<file path="config.mk">
export PLATFORM = sky130hd
export DESIGN_NAME = uart_bus_bridge
export DESIGN_NICKNAME = d
export VERILOG_FILES = /design/src/rtl/atari_pkg.sv /design/src/rtl/byte_tx_handshake.sv /design/src/rtl/uart_bus_bridge.sv
export SDC_FILE = /design/constraint.sdc
export NUM_CORES = 1
export LEC_CHECK = 0
export CAP_MARGIN = 20
export CORE_ASPECT_RATIO = 0.9
export CORE_MARGIN = 4
export CORE_UTILIZATION = 52
export CTS_CLUSTER_DIAMETER = 200
export DETAILED_ROUTE_END_ITERATION = 10
export GPL_ROUTABILITY_DRIVEN = 0
export PLACE_DENSITY = 0.77
export SLEW_MARGIN = 5
export SYNTH_ARGS = -nofsm -noshare
export SYNTH_HDL_FRONTEND = slang
export SYNTH_SLANG_ARGS = --single-unit
</file>
<file path="constraint.sdc">
create_clock -name raw_clk -period 3 [get_ports raw_clk]
set_clock_uncertainty 0.1 [all_clocks]
set_input_delay 0.6 -clock raw_clk [delete_from_list [all_inputs] [get_ports raw_clk]]
set_output_delay 0.6 -clock raw_clk [all_outputs]
set_load 0.02 [all_outputs]
</file>
<file path="src/rtl/atari_pkg.sv">
// Shared constants and types for the UART debug bridge: command/reply bytes and
// the bridge state encoding.
package atari_pkg;

    localparam logic [7:0] CMD_WRITE = 8'h57;
    localparam logic [7:0] CMD_READ  = 8'h52;
    localparam logic [7:0] CMD_BURST = 8'h42;
    localparam logic [7:0] REPLY_OK  = 8'h4B;
    localparam logic [7:0] REPLY_ERR = 8'h45;

    typedef enum logic [3:0] {
        IDLE,
        GET_ADDR,
        GET_COUNT,
        GET_DATA,
        REQ_BUS,
        BUS_WRITE,
        BUS_READ,
        READ_WAIT,
        SEND,
        SEND_WAIT
    } state_e;

    typedef enum logic [1:0] {
        OP_WRITE,
        OP_READ,
        OP_BURST
    } op_e;

    function automatic logic [7:0] sat_inc(input logic [7:0] v);
        return (v == 8'hFF) ? v : v + 8'd1;
    endfunction

endpackage

</file>
<file path="src/rtl/byte_tx_handshake.sv">
// Presents one byte to a UART transmitter using a strobe/busy handshake.
// The strobe rises only while the transmitter is idle and is held until it reports busy.
module byte_tx_handshake (
    input  logic       clk_i,
    input  logic       rst_n_i,
    input  logic       send_i,
    input  logic [7:0] byte_i,
    input  logic       tx_busy_i,
    output logic       accept_o,
    output logic [7:0] tx_data_o,
    output logic       tx_strobe_o
);

    logic [7:0] tx_data_q;
    logic       tx_strobe_q;

    assign accept_o = send_i && !tx_busy_i && !tx_strobe_q;

    always_ff @(posedge clk_i) begin
        if (!rst_n_i) begin
            tx_data_q   <= 8'h00;
            tx_strobe_q <= 1'b0;
        end else if (accept_o) begin
            tx_data_q   <= byte_i;
            tx_strobe_q <= 1'b1;
        end else if (tx_strobe_q && tx_busy_i) begin
            tx_strobe_q <= 1'b0;
        end
    end

    assign tx_data_o   = tx_data_q;
    assign tx_strobe_o = tx_strobe_q;

endmodule

</file>
<file path="src/rtl/uart_bus_bridge.sv">
// Debug initiator: decodes 'W', 'R' and 'B' commands from the console UART into
// peripheral register bus accesses and answers with 'K', the read byte, or 'E'.
module uart_bus_bridge #(
    parameter int unsigned TIMEOUT_CYCLES = 2700000,
    parameter int unsigned READ_LATENCY   = 1
) (
    input  logic       raw_clk,
    input  logic       reset,
    input  logic [7:0] rx_data,
    input  logic       rx_ready,
    output logic       rx_ready_clear,
    output logic [7:0] tx_data,
    output logic       tx_strobe,
    input  logic       tx_busy,
    output logic       bus_request,
    input  logic       bus_grant,
    output logic [7:0] bus_address,
    output logic [7:0] bus_data_out,
    input  logic [7:0] bus_data_in,
    output logic       bus_write_enable,
    output logic       bus_enable,
    output logic [7:0] error_count
);

    import atari_pkg::*;

    localparam int GAP_W = $clog2(TIMEOUT_CYCLES + 1);
    localparam int LAT_W = (READ_LATENCY > 1) ? $clog2(READ_LATENCY) : 1;

    state_e           state_q;
    op_e              op_q;
    logic [8:0]       remaining_q;
    logic [GAP_W-1:0] gap_q;
    logic [LAT_W-1:0] lat_q;
    logic [7:0]       reply_q;
    logic             rx_clear_q;
    logic             bus_req_q;
    logic             bus_we_q;
    logic             bus_en_q;
    logic [7:0]       addr_q;
    logic [7:0]       wdata_q;
    logic [7:0]       err_q;

    logic receiving;
    logic mid_command;
    logic byte_valid;
    logic timed_out;
    logic tx_accept;

    assign receiving   = (state_q == IDLE) || mid_command;
    assign mid_command = (state_q == GET_ADDR) || (state_q == GET_COUNT) || (state_q == GET_DATA);
    // The cycle after a capture rx_ready may still be high, so it is masked by our own clear.
    assign byte_valid  = receiving && rx_ready && !rx_clear_q;
    assign timed_out   = mid_command && (gap_q == GAP_W'(TIMEOUT_CYCLES - 1));

    always_ff @(posedge raw_clk) begin
        if (!reset) begin
            state_q     <= IDLE;
            op_q        <= OP_WRITE;
            remaining_q <= '0;
            gap_q       <= '0;
            lat_q       <= '0;
            reply_q     <= 8'h00;
            rx_clear_q  <= 1'b0;
            bus_req_q   <= 1'b0;
            bus_we_q    <= 1'b0;
            bus_en_q    <= 1'b0;
            addr_q      <= 8'h00;
            wdata_q     <= 8'h00;
            err_q       <= 8'h00;
        end else begin
            rx_clear_q <= byte_valid;
            bus_we_q   <= 1'b0;
            bus_en_q   <= 1'b0;
            gap_q      <= gap_q + GAP_W'(1);

            case (state_q)
                IDLE: begin
                    gap_q <= '0;
                    if (byte_valid) begin
                        case (rx_data)
                            CMD_WRITE: begin op_q <= OP_WRITE; state_q <= GET_ADDR; end
                            CMD_READ:  begin op_q <= OP_READ;  state_q <= GET_ADDR; end
                            CMD_BURST: begin op_q <= OP_BURST; state_q <= GET_ADDR; end
                            default: begin
                                reply_q <= REPLY_ERR;
                                err_q   <= sat_inc(err_q);
                                state_q <= SEND;
                            end
                        endcase
                    end
                end
                GET_ADDR: begin
                    if (byte_valid) begin
                        gap_q  <= '0;
                        addr_q <= rx_data;
                        case (op_q)
                            OP_BURST: state_q <= GET_COUNT;
                            OP_READ: begin
                                bus_req_q <= 1'b1;
                                state_q   <= REQ_BUS;
                            end
                            default:  state_q <= GET_DATA;
                        endcase
                    end
                end
                GET_COUNT: begin
                    if (byte_valid) begin
                        gap_q       <= '0;
                        remaining_q <= (rx_data == 8'h00) ? 9'd256 : {1'b0, rx_data};
                        state_q     <= GET_DATA;
                    end
                end
                GET_DATA: begin
                    if (byte_valid) begin
                        gap_q     <= '0;
                        wdata_q   <= rx_data;
                        bus_req_q <= 1'b1;
                        state_q   <= REQ_BUS;
                    end
                end
                REQ_BUS: begin
                    if (bus_grant) begin
                        if (op_q == OP_READ) begin
                            bus_en_q <= 1'b1;
                            state_q  <= BUS_READ;
                        end else begin
                            bus_we_q <= 1'b1;
                            state_q  <= BUS_WRITE;
                        end
                    end
                end
                BUS_WRITE: begin
                    // The bus is released between burst bytes so the CPU can get in.
                    bus_req_q <= 1'b0;
                    if (op_q == OP_BURST && remaining_q != 9'd1) begin
                        remaining_q <= remaining_q - 9'd1;
                        addr_q      <= addr_q + 8'd1;
                        gap_q       <= '0;
                        state_q     <= GET_DATA;
                    end else begin
                        reply_q <= REPLY_OK;
                        state_q <= SEND;
                    end
                end
                BUS_READ: begin
                    lat_q   <= LAT_W'(READ_LATENCY - 1);
                    state_q <= READ_WAIT;
                end
                READ_WAIT: begin
                    if (lat_q == '0) begin
                        reply_q   <= bus_data_in;
                        bus_req_q <= 1'b0;
                        state_q   <= SEND;
                    end else begin
                        lat_q <= lat_q - LAT_W'(1);
                    end
                end
                SEND: begin
                    if (tx_accept) state_q <= SEND_WAIT;
                end
                SEND_WAIT: begin
                    if (!tx_strobe) state_q <= IDLE;
                end
                default: state_q <= IDLE;
            endcase

            // An idle gap abandons the command; completed burst writes stay committed.
            if (timed_out && !byte_valid) begin
                reply_q <= REPLY_ERR;
                err_q   <= sat_inc(err_q);
                state_q <= SEND;
            end
        end
    end

    byte_tx_handshake u_tx (
        .clk_i       (raw_clk),
        .rst_n_i     (reset),
        .send_i      (state_q == SEND),
        .byte_i      (reply_q),
        .tx_busy_i   (tx_busy),
        .accept_o    (tx_accept),
        .tx_data_o   (tx_data),
        .tx_strobe_o (tx_strobe)
    );

    assign rx_ready_clear   = rx_clear_q;
    assign bus_request      = bus_req_q;
    assign bus_address      = addr_q;
    assign bus_data_out     = wdata_q;
    assign bus_write_enable = bus_we_q;
    assign bus_enable       = bus_en_q;
    assign error_count      = err_q;

endmodule

</file>
==> results of run 1 <==
-- final timing paths --
| check | startpoint | cells after the start | slack (ns) | endpoint |
|---|---|---|---|---|
| hold reg to reg | gap_q[0]$_SDFF_PN0_ | 1 | 0.35 | gap_q[0]$_SDFF_PN0_ |
| setup reg to reg | remaining_q[1]$_SDFFE_PN0P_ | 7 | 0.35 | gap_q[17]$_SDFF_PN0_ |
| setup / recovery | remaining_q[1]$_SDFFE_PN0P_ | 7 | 0.35 | gap_q[17]$_SDFF_PN0_ |
| hold / removal | gap_q[0]$_SDFF_PN0_ | 1 | 0.35 | gap_q[0]$_SDFF_PN0_ |
-- registers in the layout, indices dropped and copies added (netlist names), 2 cells and up --
register,count
error_count,8
u_tx.tx_data_o,8
bus_address,8
reply_q,8
state_q,4
op_q,2
bus_data_out,8
gap_q,22
remaining_q,9
-- synthesized netlist by cell type, types with 9 or more instances --
master | instances | area (sq um)
dfxtp_1 | 82 | 1640
nor2_1 | 73 | 274
nand2_1 | 52 | 195
a21oi_1 | 32 | 160
o21ai_0 | 25 | 125
mux2i_1 | 20 | 200
nand3_1 | 18 | 90.1
inv_1 | 16 | 60.1
clkbuf_1 | 15 | 56.3
xor2_1 | 13 | 114
nor4_1 | 9 | 56.3
or3_1 | 9 | 56.3
-- power groups by stage --
stage | sequential [mW] | clock (mW) | combinational (mW)
6_report | 1.16 | 0.845 | 0.321
5_1_grt | 1.17 | 0.911 | 0.349
4_1_cts | 1.16 | 0.861 | 0.317
3_5_place_dp | 1.19 | 0 | 0.315
3_3_place_gp | 1.19 | 0 | 0.309
2_1_floorplan | 1.18 | 0 | 0.208
-- per-stage QoR --
step                      hold slack, ns  area [sq um]
after floorplan                    0.318          4010
final                              0.354          4960
after detailed placement           0.344          4750
after global routing               0.370          4960
after global placement             0.330          4750
after CTS                          0.355          4960
-- final cells by class --
cell class	count	area share
inverter	17	0.0129
multi-input combinational	366	0.451
tap	96	0.0242
timing repair buffer	73	0.139
clock inverter	6	0.0167
sequential	82	0.331
clock buffer	9	0.0250
-- kinds of logic after synthesis --
family | after synthesis
muxes | 20
xor gates and xnor gates | 20
adders and majority gates | 8
AOI/OAI and AO/OA | 103
DFF | 82
and+or+nand+nor | 215
buffers and inverters | 34
-- routing by layer --
metal  global-route usage  vias to the layer above
li1                     -                     1870
met1                0.321                     1804
met2                0.354                      150
met3               0.0591                       25
met4               0.0752                        0
met5                    0                        -
==> results.py, run 1 <==
metrics = {
    "pwr": {
        "seqPwrFrac": 0.499,
        "p_comb_frac": 0.138,
        "powerDensity_mw_per_mm2": 470,
        "swShare": 0.263,
        "irDropWorstVdd_mv": 0.251,
        "power_switching_mw": 0.611,
        "p_leak_nw": 1.82,
        "intPower_mw": 1.72,
        "clkPwrFrac": 0.363,
        "fin_total_pwr_mw": 2.33,
    },
    "finish": {
        "layout.nets": 578,
        "layout_commonest_cell": "dfxtp_1",
        "final_cell_mix": "dfxtp_1, nor2_1, clkdlybuf4s50_1",
        "syn2layout_area_growth_pct": 23.5,
        "num-fill-cells": 644,
        "layout-drive-gt1-share": 0.0832,
        "multi_input_area_sq_mm": 0.00223,
        "seqCellArea_sq_mm": 0.00164,
        "instances_no_fill": 649,
        "final_util": 0.660,
        "diodes": 0,
    },
    "critical_path": {
        "cp-end-kind": "flop",
        "worstSetupPathType": "flop to flop",
        "worstPathCellList": "inv_1, ha_1, or3b_2, o311a_1, o21ai_0, nand2_1, nor2_1",
        "cp.required_ns": 3.17,
        "path_buf_inv": 1,
        "crit_family": "simple AND/OR/NAND/NOR gates",
        "crit_fanout": 21,
        "critical-path-max-stage-delay_ns": 0.47,
        "cp_slowest_cell": "or3b_2",
        "crit_arrival_ns": 2.82,
        "cp-start-kind": "flop",
    },
    "detailed_routing": {
        "wl_met3_um": 807,
        "routed_wl_um": 10500,
        "via_count": 3849,
        "drtIter0Drc": 286,
        "wl_per_cell_um": 16.2,
        "drc": 0,
        "viasPerCell": 5.93,
        "ant_nets": 0,
        "met1_length_um": 4810,
        "first_pass_iters": 5,
        "dr_wl_met2_um": 4700,
        "top_layer": "met4",
    },
    "timing": {
        "min_period_ns": 2.65,
        "setup-tns-final_ns": 0,
        "grt_setup_unrepaired": "no",
        "setup-violations-final": 0,
        "tightest_slew_ns": 0.923,
        "slew-limit-headroom": 0.379,
        "slew_violations": 0,
        "finalCritPeriodShare": 0.883,
        "worst_slack_ns": 0.351,
        "fmax_ghz": 0.378,
        "hold_viol": 0,
    },
    "outcome": {
        "status": "finished, final reports clean",
    },
    "logic_synthesis": {
        "yosys_warnings": 0,
        "synth_area_sq_mm": 0.00401,
        "yosysSeqAreaShare": 0.409,
        "syn-mean-instance-area_sq_um": 8.32,
        "synth_top_family_by_area": "simple AND/OR/NAND/NOR gates",
        "synth_mux_area_frac": 0.0499,
        "ys_seq_elements": 82,
        "synth_compound_area_frac": 0.175,
        "synth_edf_count": 0,
        "synthCells": 482,
        "ys_types": 62,
        "synthSimpleGateAreaFrac": 0.264,
        "synth_xor_xnor_area_share": 0.0437,
        "async_reset_ff_frac": 0,
        "synthAdderAreaFrac": 0.0250,
        "ys.flop_type": "dfxtp_1",
        "syn_nets": 511,
    },
    "global_route": {
        "grt_usage": 0.233,
        "grt_pass1_vias": 3658,
        "antenna_found_initial": 0,
        "overflow": 0,
        "grt_pass1_wl_um": 17500,
        "grt_max_degree": 25,
    },
    "die": {
        "die_w_um": 101,
        "num_rows": 30,
        "fp.dieH_um": 91.3,
        "ioPinCount": 58,
        "start_util": 0.534,
        "core_sq_mm": 0.00751,
        "fp.dieArea_sq_mm": 0.00919,
    },
    "clock_tree": {
        "cts_sinks": 82,
        "clk_latency_ns": 0.35,
        "cts_root_buffer": "clkbuf_8",
        "numCtsBuffers": 9,
        "htreeDepth": 3,
        "cts_tree": "built",
        "cts_setup_buffers": 0,
        "cts_max_path_buffers": 2,
        "clkSlewWorstSetupHoldPaths_ns": 0.07,
        "postCtsHoldBufs": 0,
        "cts-resized-gates": 0,
    },
    "job": {
        "drv_cap": 0,
    },
    "place": {
        "port_buffers": 57,
        "pre_cts_ws_ns": 0.233,
        "dp_cells": 634,
        "hpwlAfterDp_um": 7670,
    },
    "hold_path": {
        "hp-class": "flop to flop",
    },
}
Power figures use the tool's default switching activity.
==> run 2, diff against run 1 <==
GPL_TIMING_DRIVEN = 1   (was unset)
==> results of run 2 <==
The final DEF is identical to that of run 1; final timing and power are the same.
